<file path="src/rtl/mux_rr_scheduler_pkg.sv">
// Shared definitions for the round-robin 4:1 registered mux scheduler:
// requester count, select width, FSM state type and the select-to-grant
// decode used by the scheduler top.
package mux_sched_pkg;

    localparam int N_REQ = 4;
    localparam int SEL_W = 2;

    typedef enum logic {
        IDLE  = 1'b0,
        GRANT = 1'b1
    } state_t;

    // Turn a requester index into its one-hot grant vector.
    function automatic logic [N_REQ-1:0] onehot(input logic [SEL_W-1:0] sel);
        logic [N_REQ-1:0] v;
        v      = '0;
        v[sel] = 1'b1;
        return v;
    endfunction

endpackage

</file>
<file path="src/rtl/mux_rr_scheduler_if.sv">
// Requester/consumer bus of the round-robin mux scheduler. The master side
// presents the four request lines and data words and observes the grant and
// the registered output beat. The slave side is the scheduler itself.
interface mux_rr_scheduler_if #(
    parameter int DW = 8
) ();
    import mux_sched_pkg::*;

    // Requester side
    logic [N_REQ-1:0]    req;
    logic [N_REQ*DW-1:0] in_data;

    // Arbitration state visible to requesters
    logic [N_REQ-1:0]    gnt;
    logic [SEL_W-1:0]    sel;

    // Registered output beat towards the single-port consumer
    logic [DW-1:0]       out_data;
    logic                out_valid;
    logic [SEL_W-1:0]    out_id;
    logic                out_last;

    modport master (
        output req, in_data,
        input  gnt, sel, out_data, out_valid, out_id, out_last
    );

    modport slave (
        input  req, in_data,
        output gnt, sel, out_data, out_valid, out_id, out_last
    );

endinterface

</file>
<file path="src/rtl/mux_rr_scheduler_rr_picker.sv">
// Rotating-priority picker: returns the first asserted request found when
// scanning from index i_ptr upward, wrapping modulo N_REQ. Purely
// combinational.
module rr_picker
    import mux_sched_pkg::*;
(
    input  logic [N_REQ-1:0] i_req,
    input  logic [SEL_W-1:0] i_ptr,
    output logic             o_any,
    output logic [SEL_W-1:0] o_idx
);

    logic [2*N_REQ-1:0] w_dbl;
    logic [N_REQ-1:0]   w_rot;
    logic [SEL_W-1:0]   w_enc;

    // Rotate so that requester i_ptr lands on bit 0: w_rot[k] = i_req[(k+ptr)%N].
    assign w_dbl = {i_req, i_req};
    assign w_rot = w_dbl[i_ptr +: N_REQ];

    // Fixed-priority encode of the rotated vector, lowest bit wins.
    always_comb begin
        // NOTE: default first so every path assigns w_enc and no latch is inferred.
        w_enc = '0;
        for (int k = N_REQ - 1; k >= 0; k--) begin
            if (w_rot[k]) begin
                w_enc = SEL_W'(k);
            end
        end
    end

    // Undo the rotation; the add wraps naturally in SEL_W bits.
    assign o_idx = w_enc + i_ptr;
    assign o_any = |i_req;

endmodule

</file>
<file path="src/rtl/mux_rr_scheduler.sv">
// Round-robin scheduler in front of a registered 4:1 data mux. One grant is
// held for at most MAX_BURST beats; a requester that drops its request ends
// its grant early. The priority pointer moves to the slot after the released
// requester, and re-arbitration happens on the same edge as the release so
// that back-to-back full bursts have no idle cycle in between.
module mux_rr_scheduler
    import mux_sched_pkg::*;
#(
    parameter int DW        = 8,
    parameter int MAX_BURST = 4
) (
    input  logic               clk,
    input  logic               rst,
    mux_rr_scheduler_if.slave  bus
);

    localparam int                CNT_W    = $clog2(MAX_BURST) + 1;
    localparam logic [CNT_W-1:0]  LAST_CNT = CNT_W'(MAX_BURST - 1);

    // Control registers
    state_t            r_state;
    logic [SEL_W-1:0]  r_ptr;
    logic [SEL_W-1:0]  r_sel;
    logic [CNT_W-1:0]  r_cnt;
    logic [N_REQ-1:0]  r_gnt;

    // Output beat registers
    logic [DW-1:0]     r_out_data;
    logic              r_out_valid;
    logic [SEL_W-1:0]  r_out_id;
    logic              r_out_last;

    // Combinational helpers
    logic [SEL_W-1:0]  w_next_ptr;
    logic [SEL_W-1:0]  w_pick_ptr;
    logic              w_any;
    logic [SEL_W-1:0]  w_idx;
    logic              w_beat;
    logic              w_last_beat;
    logic              w_release;
    logic [DW-1:0]     w_sel_data;

    // Slot after the current holder; becomes the pointer on release.
    assign w_next_ptr = r_sel + SEL_W'(1);

    // A single picker serves both cases: from IDLE it scans from the stored
    // pointer, while holding a grant it is only consulted on release, where
    // the new pointer is sel+1. The released requester therefore sits last
    // in the scan and only wins if nobody else is requesting.
    assign w_pick_ptr = (r_state == GRANT) ? w_next_ptr : r_ptr;

    rr_picker u_picker (
        .i_req (bus.req),
        .i_ptr (w_pick_ptr),
        .o_any (w_any),
        .o_idx (w_idx)
    );

    // A beat is taken only while the granted requester still requests.
    assign w_beat      = bus.req[r_sel];
    assign w_last_beat = (r_cnt == LAST_CNT);
    assign w_release   = !w_beat || w_last_beat;
    assign w_sel_data  = bus.in_data[r_sel*DW +: DW];

    // Arbitration FSM plus registered data path; every output is a flop.
    always_ff @(posedge clk) begin
        if (rst) begin
            // NOTE: non-blocking assignments throughout so all state updates
            // see the pre-edge values, exactly like the hardware flops.
            r_state     <= IDLE;
            r_ptr       <= '0;
            r_sel       <= '0;
            r_cnt       <= '0;
            r_gnt       <= '0;
            r_out_data  <= '0;
            r_out_valid <= 1'b0;
            r_out_id    <= '0;
            r_out_last  <= 1'b0;
        end else begin
            case (r_state)
                IDLE: begin
                    r_out_valid <= 1'b0;
                    r_out_last  <= 1'b0;
                    if (w_any) begin
                        r_state <= GRANT;
                        r_gnt   <= onehot(w_idx);
                        r_sel   <= w_idx;
                        r_cnt   <= '0;
                    end
                end

                GRANT: begin
                    if (w_beat) begin
                        r_out_data  <= w_sel_data;
                        r_out_valid <= 1'b1;
                        r_out_id    <= r_sel;
                        r_cnt       <= r_cnt + CNT_W'(1);
                        r_out_last  <= w_last_beat;
                    end else begin
                        // Early drop: no beat, and a truncated burst never
                        // reports out_last. out_data/out_id keep the last beat.
                        r_out_valid <= 1'b0;
                        r_out_last  <= 1'b0;
                    end

                    if (w_release) begin
                        r_ptr <= w_next_ptr;
                        r_cnt <= '0;
                        if (w_any) begin
                            r_gnt <= onehot(w_idx);
                            r_sel <= w_idx;
                        end else begin
                            r_gnt   <= '0;
                            r_state <= IDLE;
                        end
                    end
                end

                default: begin
                    r_state <= IDLE;
                    r_gnt   <= '0;
                end
            endcase
        end
    end

    assign bus.gnt       = r_gnt;
    assign bus.sel       = r_sel;
    assign bus.out_data  = r_out_data;
    assign bus.out_valid = r_out_valid;
    assign bus.out_id    = r_out_id;
    assign bus.out_last  = r_out_last;

endmodule

</file>
<file path="src/flat_wrapper.sv">
// flat-port wrapper written by rule: the top's interface ports become plain ports
module mux_rr_scheduler_flat import mux_sched_pkg::*;
#(
    parameter int DW        = 8,
    parameter int MAX_BURST = 4
)
  (clk, rst, bus_req, bus_in_data, bus_gnt, bus_sel, bus_out_data, bus_out_valid, bus_out_id, bus_out_last);
  mux_rr_scheduler_if #(.DW(DW)) bus_i ();
  input  logic clk;
  input  logic rst;
  input wire logic [$bits(bus_i.req)-1:0] bus_req;
  input wire logic [$bits(bus_i.in_data)-1:0] bus_in_data;
  output wire logic [$bits(bus_i.gnt)-1:0] bus_gnt;
  output wire logic [$bits(bus_i.sel)-1:0] bus_sel;
  output wire logic [$bits(bus_i.out_data)-1:0] bus_out_data;
  output wire logic [$bits(bus_i.out_valid)-1:0] bus_out_valid;
  output wire logic [$bits(bus_i.out_id)-1:0] bus_out_id;
  output wire logic [$bits(bus_i.out_last)-1:0] bus_out_last;
  assign bus_i.req = bus_req;
  assign bus_i.in_data = bus_in_data;
  assign bus_gnt = bus_i.gnt;
  assign bus_sel = bus_i.sel;
  assign bus_out_data = bus_i.out_data;
  assign bus_out_valid = bus_i.out_valid;
  assign bus_out_id = bus_i.out_id;
  assign bus_out_last = bus_i.out_last;
  mux_rr_scheduler #(.DW(DW), .MAX_BURST(MAX_BURST)) u_core (.clk(clk), .rst(rst), .bus(bus_i));
endmodule
</file>
<file path="config.mk">
export PLATFORM = sky130hd
export DESIGN_NAME = mux_rr_scheduler_flat
export DESIGN_NICKNAME = d
export VERILOG_FILES = /design/src/rtl/mux_rr_scheduler_pkg.sv /design/src/rtl/mux_rr_scheduler_if.sv /design/src/rtl/mux_rr_scheduler_rr_picker.sv /design/src/rtl/mux_rr_scheduler.sv /design/src/flat_wrapper.sv
export SDC_FILE = /design/constraint.sdc
export NUM_CORES = 1
export LEC_CHECK = 0
export ABC_AREA = 1
export CORE_MARGIN = 2
export CORE_UTILIZATION = 46
export CTS_BUF_LIST = sky130_fd_sc_hd__clkbuf_4 sky130_fd_sc_hd__clkbuf_8
export DETAILED_ROUTE_END_ITERATION = 8
export PLACE_DENSITY = 0.91
export SETUP_SLACK_MARGIN = 0.5
export SLEW_MARGIN = 30
export SYNTH_ARGS = -nofsm -noshare
export SYNTH_HDL_FRONTEND = slang
export SYNTH_SLANG_ARGS = --single-unit
export TNS_END_PERCENT = 20
</file>
<file path="constraint.sdc">
create_clock -name clk -period 2.2 [get_ports clk]
set_input_delay 0.22 -clock clk [delete_from_list [all_inputs] [get_ports clk]]
set_output_delay 0.22 -clock clk [all_outputs]
set_load 0.01 [all_outputs]
</file>
Word-level counts from Yosys, hierarchy flattened
Index checks and enable logic that the tools add are counted.
{"block": "word_totals", "in_bits": 38, "rom_bits": 0, "latchBits": 0, "reg_bits": 24, "memories": 0, "ram_bits": 0, "output_inout_bits": 18, "wordCells": 57}
{"block": "classes", "bitwise_logic": 1, "div": 0, "multipliers": 0, "muxes": 27, "order_cmp": 3, "eq_ne": 4, "shift": 2, "reduce_logical": 8, "addsub": 3}
{"cell": "$shiftx 32x6->8", "n": 1}
{"cell": "$mux 2", "n": 7}
{"cell": "$mux 4", "n": 3}
{"cell": "$mux 3", "n": 3}
{"cell": "$pmux 4 s2", "n": 1}
{"cell": "$reduce_and 2->1", "n": 4}
{"cell": "$shiftx 8x3->4", "n": 1}
{"cell": "$lt 2x3->1 const B", "n": 2}
{"cell": "$mux 1", "n": 6}
{"cell": "$pmux 1 s2", "n": 3}
{"cell": "$pmux 3 s2", "n": 1}
{"cell": "$ne 2x2->1 const B", "n": 2}
{"cell": "$pmux 2 s2", "n": 1}
{"cell": "$reduce_or 4->1", "n": 1}
{"cell": "$add 3x1->3 const B", "n": 1}
{"cell": "$eq 3x2->1 const B", "n": 1}
{"cell": "$ne 3x3->1 const B", "n": 1}
{"cell": "$add 2x1->2 const B", "n": 1}
{"cell": "$add 2x2->2", "n": 1}
{"cell": "$bmux 1 s2", "n": 1}
{"cell": "$demux 1 s2", "n": 1}
{"cell": "$ge 2x1->1 const B", "n": 1}
{"cell": "$logic_and 1x1->1", "n": 1}
{"cell": "$logic_not 1->1", "n": 1}
{"cell": "other kinds (2)", "n": 2}

Depth between registers and ports, before layout
Gate-level depths: netlist of the first run.
{"block": "depth", "depth_word": 15, "mapped_depth": 19, "mapped_depth_nobuf": 18}

Hierarchy
A second synthesis of the first run with hierarchy kept.
{"block": "hier_totals", "cells_unflattened": 219, "hier_area_um2": 1480.2}
{"module": "mux_rr_scheduler", "cells_per_inst": 184, "seq_area_each_um2": 480.5, "instances": 1, "area_per_inst_um2": 1312.5}
{"module": "rr_picker", "cells_per_inst": 35, "seq_area_each_um2": 0.0, "instances": 1, "area_per_inst_um2": 167.7}

Worst setup path after synthesis of the first run
No wires, ideal clock.
{"block": "synth_path", "path_kind": "register -> register", "start": "register u_core.r_sel[1], in the netlist u_core.bus.sel[1]", "end": "register u_core.r_gnt[2], in the netlist u_core.bus.gnt[2]", "slack_ns": 0.185, "path_stages_with_launch": 18, "arrival_time_ns": 1.888, "setup_time_ns": 0.128, "path_buffers": 1, "t_required_ns": 2.072, "cell_sequence": "dfxtp_1 > clkbuf_2 > nand2_1 > nand3_1 > nand2_1 > nand2_1 > nand2_1 > inv_1 > nand2_1 > nand2_1 > inv_1 > ha_1 > xor2_1 > nand3_1 > nand3_1 > nor2_1 > nor2_1 > nor2_1"}
{"block": "synth_between", "elab_chain_cells": 15, "elab_cells_between_ends": 23, "cone_classes": "2 x add/sub; 2 x order compare; 1 x eq/ne; 1 x shift; 13 x mux; 4 x reduce/logical"}
{"item": "start: declaration", "line_no": "mux_rr_scheduler.sv:23", "rtl": "logic [SEL_W-1:0] r_sel;"}
{"item": "start signal: assignment", "line_no": "mux_rr_scheduler.sv:87", "rtl": "r_sel <= w_idx;"}
{"item": "start signal: assignment", "line_no": "mux_rr_scheduler.sv:111", "rtl": "r_sel <= w_idx;"}
{"item": "$add 2x1->2", "line_no": "mux_rr_scheduler.sv:44", "rtl": "assign w_next_ptr = r_sel + SEL_W'(1);"}
{"item": "$mux 2", "line_no": "mux_rr_scheduler.sv:50", "rtl": "assign w_pick_ptr = (r_state == GRANT) ? w_next_ptr : r_ptr;"}
{"item": "$shiftx 8x3->4", "line_no": "mux_rr_scheduler_rr_picker.sv:19", "rtl": "assign w_rot = w_dbl[i_ptr +: N_REQ];"}
{"item": "$mux 2 (4 in series)", "line_no": "mux_rr_scheduler_rr_picker.sv:26", "rtl": "if (w_rot[k]) begin"}
{"item": "$add 2x2->2", "line_no": "mux_rr_scheduler_rr_picker.sv:33", "rtl": "assign o_idx = w_enc + i_ptr;"}
{"item": "$lt 2x3->1 (not written as such) or $ge 2x1->1 (tied branches)", "line_no": "mux_rr_scheduler_pkg.sv:18", "rtl": "v[sel] = 1'b1;"}
{"item": "$logic_and 1x1->1 (not written as such)", "line_no": "mux_rr_scheduler_pkg.sv:18"}
{"item": "$mux 1 (not written as such)", "line_no": "mux_rr_scheduler_pkg.sv:18"}
{"item": "$demux 1 s2"}
{"item": "$mux 4", "line_no": "mux_rr_scheduler.sv:109", "rtl": "if (w_any) begin"}
{"item": "$mux 4", "line_no": "mux_rr_scheduler.sv:106", "rtl": "if (w_release) begin"}
{"item": "$pmux 4 s2", "line_no": "mux_rr_scheduler.sv:80", "rtl": "case (r_state)"}
{"item": "end signal: assignment", "line_no": "mux_rr_scheduler.sv:86", "rtl": "r_gnt <= onehot(w_idx);"}
{"item": "end signal: assignment", "line_no": "mux_rr_scheduler.sv:110", "rtl": "r_gnt <= onehot(w_idx);"}
{"item": "end: declaration", "line_no": "mux_rr_scheduler.sv:25", "rtl": "logic [N_REQ-1:0] r_gnt;"}
Several ways; a longest one is shown, not always the timed one. The select of a mux whose other input is x is not followed.
A chain may end at the register's enable or synchronous reset.

Worst setup path in the final report of the first run
{"block": "layout_path", "start": "register u_core.r_sel[0], in the netlist u_core.bus.sel[0]", "end": "register u_core.r_gnt[2], in the netlist u_core.bus.gnt[2]"}
Same word-level chain as after synthesis.

==> results of run 1 <==
## worst reg2reg max path, delay by kind of cell (launching register included)
family,cells,cell delay [ns]
AND/OR/NAND/NOR,12,1.00
flip-flops,1,0.47
buffers and inverters,3,0.21
XOR/XNOR,1,0.17
adder cells (fa/ha/maj),1,0.15
## flip-flops by register name, summed over array words and instances (netlist names)
name and cells:
u_core.bus.out_id 2, u_core.bus.out_data 8, u_core.r_state 1, u_core.bus.gnt 4
u_core.bus.out_last 1, u_core.r_ptr 2, u_core.bus.out_valid 1, u_core.r_cnt 3
u_core.bus.sel 2
## report_power, final
| group | leakage, uW | total [uW] | internal [uW] | switching (uW) |
|---|---|---|---|---|
| sequential | 0.000198 | 667 | 560 | 106 |
| combinational | 0.000853 | 1690 | 770 | 924 |
| clock | 0.0000279 | 321 | 184 | 136 |
| total | 0.00108 | 2680 | 1510 | 1170 |
## repair_timing
item,in CTS,in global routing
endpoints found under the hold margin,0,0
endpoints found under the setup margin,17,20
gates resized for setup,8,46
pin swaps,9,21
setup buffers,8,4
## cell usage in the layout (no fill, tap or decap), drive strengths merged
master	count
nor4	1
o21a	1
nand3b	1
nand4	1
ha	3
xor2	1
nor3	1
o21ai	26
clkbuf	3
o22ai	8
inv	21
buf	22
or2	2
bufinv	1
a31oi	1
a21oi	20
nor2	25
dfxtp	24
clkdlybuf4s50	55
nand2	81
nand3	14
## how the worst max path moves through the flow
stage	startpoint	cells past startpoint	slack [ns]	endpoint
after global routing	bus_req[3]	18	-0.007	u_core.bus.gnt[2]
final	u_core.bus.sel[0]	17	0.16	u_core.bus.gnt[2]
after global placement	bus_req[3]	17	-0.02	u_core.bus.gnt[2]
after detailed placement	bus_req[1]	17	-0.09	u_core.bus.gnt[2]
after CTS	u_core.bus.sel[1]	18	0.17	u_core.bus.gnt[2]
after floorplan	u_core.r_state	16	0.33	u_core.bus.gnt[2]
## layer usage
layer	up-vias	wire, um
met3	10	425
met4	0	74
li1	926	-
met1	870	1870
met2	84	2530
met5	-	0
## kinds of logic after synthesis
logic type               Yosys count
AND/OR/NAND/NOR                  126
AO/OA/AOI/OAI                     56
buffers and inverters             32
flip-flops                        24
adder cells (fa/ha/maj)            3
XOR/XNOR                           1
## through the flow
| step | cell area (um2) | TNS, ns | util | setup WS, ns |
|---|---|---|---|---|
| 2_1_floorplan | 1540 | 0 | - | 0.332 |
| 3_3_place_gp | 2140 | -0.0224 | 0.697 | -0.0161 |
| 3_5_place_dp | 2140 | -0.326 | 0.697 | -0.0944 |
| 4_1_cts | 2280 | 0 | 0.742 | 0.171 |
| 5_1_grt | 2490 | -0.00717 | 0.810 | -0.00717 |
| 6_report | 2490 | 0 | 0.810 | 0.159 |
## layout make-up
type                       instances  area, um2  share of cell area
multi-input combinational        186       1080               0.433
timing repair buffer              77        723               0.290
sequential                        24        492               0.197
inverter                          21       91.3              0.0366
tap                               44       55.1              0.0221
clock inverter                     1       30.0              0.0120
clock buffer                       3       22.5             0.00904
==> impl_metrics.tcl, run 1 <==
set metrics [dict create \
    finalHoldViolCount 0 \
    postCtsHoldBufs 0 \
    syn2layout_area_growth_pct 67.1 \
    use_met1 0.281 \
    clk_transition_reported_paths_ns 0.14 \
    synthTopCellsByArea "dfxtp_1 32%, nand2_1 19%, o21ai_0 7.7%" \
    cts_buffers 3 \
    whs_ns 0.475 \
    drc 0 \
    clockBufferDepth 2 \
    cts.sinks 24 \
    ys_ff_latch 24 \
    hp-start "u_core.bus.out_data[6]" \
    yosys.area_share.xor_xnor 0.00587 \
    htreeDepth 1 \
    synth.most_common_cell "nand2_1" \
    critPathSlowestCell "dfxtp_4" \
    synth_top_family_by_area "simple AND/OR/NAND/NOR gates" \
    arrival_ns 2.31 \
    vias 1890 \
    cts_tree "done" \
    fin_skew_ns 0.0139 \
    dr.pass1.iters 4 \
    drive_gt1_frac 0.250 \
    worst_pin_slew_ns 0.412 \
    min_to "u_core.bus.out_data[6]" \
    grt_first_pass_wirelength_mm 7.18 \
    post_synth_num_cell_types 27 \
    min_period_ns 2.04 \
    die_w_um 60.9 \
    worst_setup_path_end_kind "flip-flop" \
    clk_latency_ns 0.32 \
    syn_area_per_cell_um2 6.16 \
    num_rows 20 \
    power.total_uw 2680 \
    timing.fmax_ghz 0.490 \
    status "finished clean" \
    yosys_warnings 0 \
    start_kind "flip-flop" \
    top_level_ports 56 \
    antenna_cells 0 \
    grt.overflow.total 0 \
    busiest_layer "met2" \
    synthMuxAreaShare 0 \
    yosysTopAreaCell "dfxtp_1" \
    cp_num_buf_inv 3 \
    async_reset_ff_frac 0 \
    grt_usage 0.255 \
    finalMaxSlewViolations 0 \
    synthAdderAreaFrac 0.0252 \
    synth_compound_area_frac 0.197 \
    portBuffers 55 \
    path_cells "nand2_4 -> nand3_1 -> nand2_2 -> nand2_2 -> nand2_2 -> inv_2 -> nand2_4 -> nand2_4 -> inv_2 -> ha_4 -> xor2_2 -> inv_1 -> nand2_2 -> nand3_2 -> nor2_1 -> nor2_1 -> nor2_1" \
    syn_area_um2 1490 \
    fin_crit_sh 0.928 \
    final_cell_count_no_fill 356 \
    power_density_nw_per_um2 1080 \
    whs_path_depth 2 \
    rsz0062_at_grt "yes" \
    synth-edff-count 0 \
    max_slew_margin 0.724 \
    first_global_vias 1706 \
    p_leak_uw 0.00108 \
    grt_max_degree 23 \
    synth_top_area_share 0.322 \
    crit_fanout 6 \
    hp-class "reg -> reg" \
    die_area_um2 3710 \
    nets 354 \
    cts_root_buf "clkbuf_4" \
    wl_per_cell_um 13.7 \
    gp_congestion 0.899 \
    fill_cells 208 \
    synthCells 242 \
    r2r_setup_slack_ns 0.16 \
    required_ns 2.47 \
    vias_per_cell 5.31 \
    synthTopCellsByCount "76 x nand2_1, 24 x dfxtp_1, 23 x o21ai_0" \
    synth_nets 283 \
    place_hpwl_mm 3.15 \
    drt-initial-drc-count 131 \
    ys_seq_area_frac 0.322 \
    floorplan.initialDensity 0.485 \
    setup-violations-final 0 \
    ys.flop_type "dfxtp_1" \
    r2r-start "u_core.bus.sel[0]" \
    core-area_um2 3080 \
    cp_common_cell "nand2_2" \
    synthSimpleGateAreaFrac 0.357 \
    peakVddDrop_mv 0.518 \
    die_h_um 60.9 \
    met3_usage 0.0789 \
    reg2reg_to "u_core.bus.gnt[2]" \
    antenna_found_initial 0 \
    grt_util_met2 0.472 \
    dp_cells 340 \
    cap_violations 0 \
    cpPeakStageDelay_ns 0.47 \
    critPathTopFamily "simple AND/OR/NAND/NOR gates" \
    crit_type "reg -> reg" \
    r2r_cells 17 \
    ant_nets 0 \
    wirelength_mm 4.89 \
]
No activity file was read; power rests on OpenSTA's default activity.
==> run 2, diff against run 1 <==
- CAP_MARGIN: default -> 20
==> results of run 2 <==
The final DEF is identical to that of run 1; final timing and power are the same.
==> run 3, diff against run 2 <==
- clock period: 2.2 -> 2 ns (I/O delays scaled with it)
==> impl_metrics.tcl, run 3 (synthesis gave the netlist of run 1 again) <==
set metrics [dict create \
    cts.sinks 24 \
    core-area_um2 3080 \
    drc 0 \
    finalHoldViolCount 0 \
    drive_gt1_frac 0.254 \
    layout_commonest_cell "nand2_1" \
    violations "negative setup slack" \
    die_area_um2 3710 \
    fin_skew_ns 0.00791 \
    layout.area.seq_um2 489 \
    finalMaxSlewViolations 0 \
    crit_fanout 5 \
    worst_pin_slew_ns 0.454 \
    power.total_uw 2980 \
    arrival_ns 2.36 \
    hp-class "reg -> reg" \
    cap_violations 0 \
    drt-initial-drc-count 122 \
    cts_root_buf "clkbuf_4" \
    grt.overflow.total 0 \
    cp_num_buf_inv 3 \
    grt_max_degree 17 \
    fin_crit_sh 1.04 \
    antenna_found_initial 0 \
    critPathTopFamily "simple AND/OR/NAND/NOR gates" \
    portBuffers 55 \
    final_cell_mix "62 x nand2_1, 52 x clkdlybuf4s50_1, 32 x buf_4" \
    p_leak_uw 0.00112 \
    ant_nets 0 \
    clk_latency_ns 0.33 \
    crit_type "reg -> reg" \
    cpPeakStageDelay_ns 0.37 \
    path_cells "buf_6 -> or2_1 -> nand2_2 -> nand2_1 -> nand2_1 -> nand2_1 -> nand2_2 -> nand2_2 -> inv_2 -> ha_4 -> xor2_2 -> inv_1 -> nand2_2 -> nand3_2 -> nor2_1 -> nor2_1 -> nor2_1" \
    place_hpwl_mm 3.47 \
    largest_register_ff_count 8 \
    postCtsHoldBufs 0 \
    required_ns 2.28 \
    top_level_ports 56 \
    peakVddDrop_mv 0.578 \
    clockBufferDepth 2 \
    setup-violations-final 5 \
    floorplan.initialDensity 0.485 \
    multi_input_area_um2 993 \
    dr.pass1.iters 4 \
    finalSetupTns_ns -0.260 \
    fin_ws_ns -0.0763 \
    min_period_ns 2.08 \
    num_rows 20 \
    wirelength_mm 5.04 \
    vias 1918 \
    grt_usage 0.272 \
    clk_transition_reported_paths_ns 0.15 \
    rsz0062_at_grt "yes" \
    max_slew_margin 0.696 \
    vias_per_cell 5.17 \
    cts_buffers 3 \
    critPathSlowestCell "dfxtp_2" \
    cts_tree "done" \
    htreeDepth 1 \
    syn2layout_area_growth_pct 69.4 \
    start_kind "flip-flop" \
    die_h_um 60.9 \
    final_cell_count_no_fill 371 \
    die_w_um 60.9 \
    grt_first_pass_wirelength_mm 7.52 \
    status "finished with violations" \
    fill_cells 219 \
    dp_cells 356 \
    first_global_vias 1778 \
    gp_congestion 0.891 \
    antenna_cells 0 \
    power_density_nw_per_um2 1180 \
    wl_per_cell_um 13.6 \
    worst_setup_path_end_kind "flip-flop" \
    timing.fmax_ghz 0.482 \
    cp_common_cell "nand2_2" \
    nets 369 \
]
[run 3: cell types whose count changed in the layout (fill, tap and decap cells not counted), sizes merged]
| cell | before | now |
|---|---|---|
| dlygate4sd2 | 0 | 3 |
| clkdlybuf4s50 | 55 | 52 |
| buf | 22 | 37 |
[run 3: what timing repair did]
item / 4_1_cts / 5_1_grt
gates cloned: 0 / 0
endpoints found under the setup margin: 20 / 24
pin swaps: 3 / 22
resized for setup: 13 / 23
setup buffers: 8 / 3
[run 3: worst min-delay path, cell delays in order, from the launching register on]
cell and delay, ns:
dfxtp_1 0.34, nand2_1 0.06, a21oi_1 0.05
[run 3: cell type report]
class,instances,area share
clock inverters,1,0.0119
well taps,44,0.0218
inverters,21,0.0332
repair buffers,92,0.337
flip-flops and latches,24,0.194
multi-input cells,186,0.393
clock buffers,3,0.00892
[run 3: per-stage QoR]
stage | cell area, um2 | hold WS, ns | worst slack, ns | util
after detailed placement | 2280 | 0.456 | -0.253 | 0.740
after floorplan | 1540 | 0.333 | 0.132 | -
after global routing | 2530 | 0.507 | -0.238 | 0.821
after global placement | 2280 | 0.451 | -0.176 | 0.740
final | 2530 | 0.474 | -0.0763 | 0.821
after CTS | 2410 | 0.474 | -0.0363 | 0.785
[run 3: worst paths after layout]
| check | startpoint | to | slack (ns) | cells past startpoint |
|---|---|---|---|---|
| worst max-delay path | u_core.r_state | u_core.bus.gnt[2] | -0.08 | 17 |
| worst min-delay path | u_core.bus.out_data[5] | u_core.bus.out_data[5] | 0.47 | 2 |
| worst max register to register | u_core.r_state | u_core.bus.gnt[2] | -0.08 | 17 |
| worst min register to register | u_core.bus.out_data[5] | u_core.bus.out_data[5] | 0.47 | 2 |
[run 3: power by group]
| part | total (uW) | leakage [uW] | internal (uW) | switching [uW] |
|---|---|---|---|---|
| registers | 714 | 0.000198 | 616 | 97.7 |
| logic | 1890 | 0.000898 | 904 | 991 |
| clock network | 367 | 0.0000279 | 203 | 164 |
[run 3: layer usage]
layer,vias to the layer above,share of wire,track usage
li1,956,-,-
met1,879,0.40,0.296
met2,71,0.51,0.505
met3,12,0.065,0.0704
met4,0,0.024,0.0994
met5,-,0,0
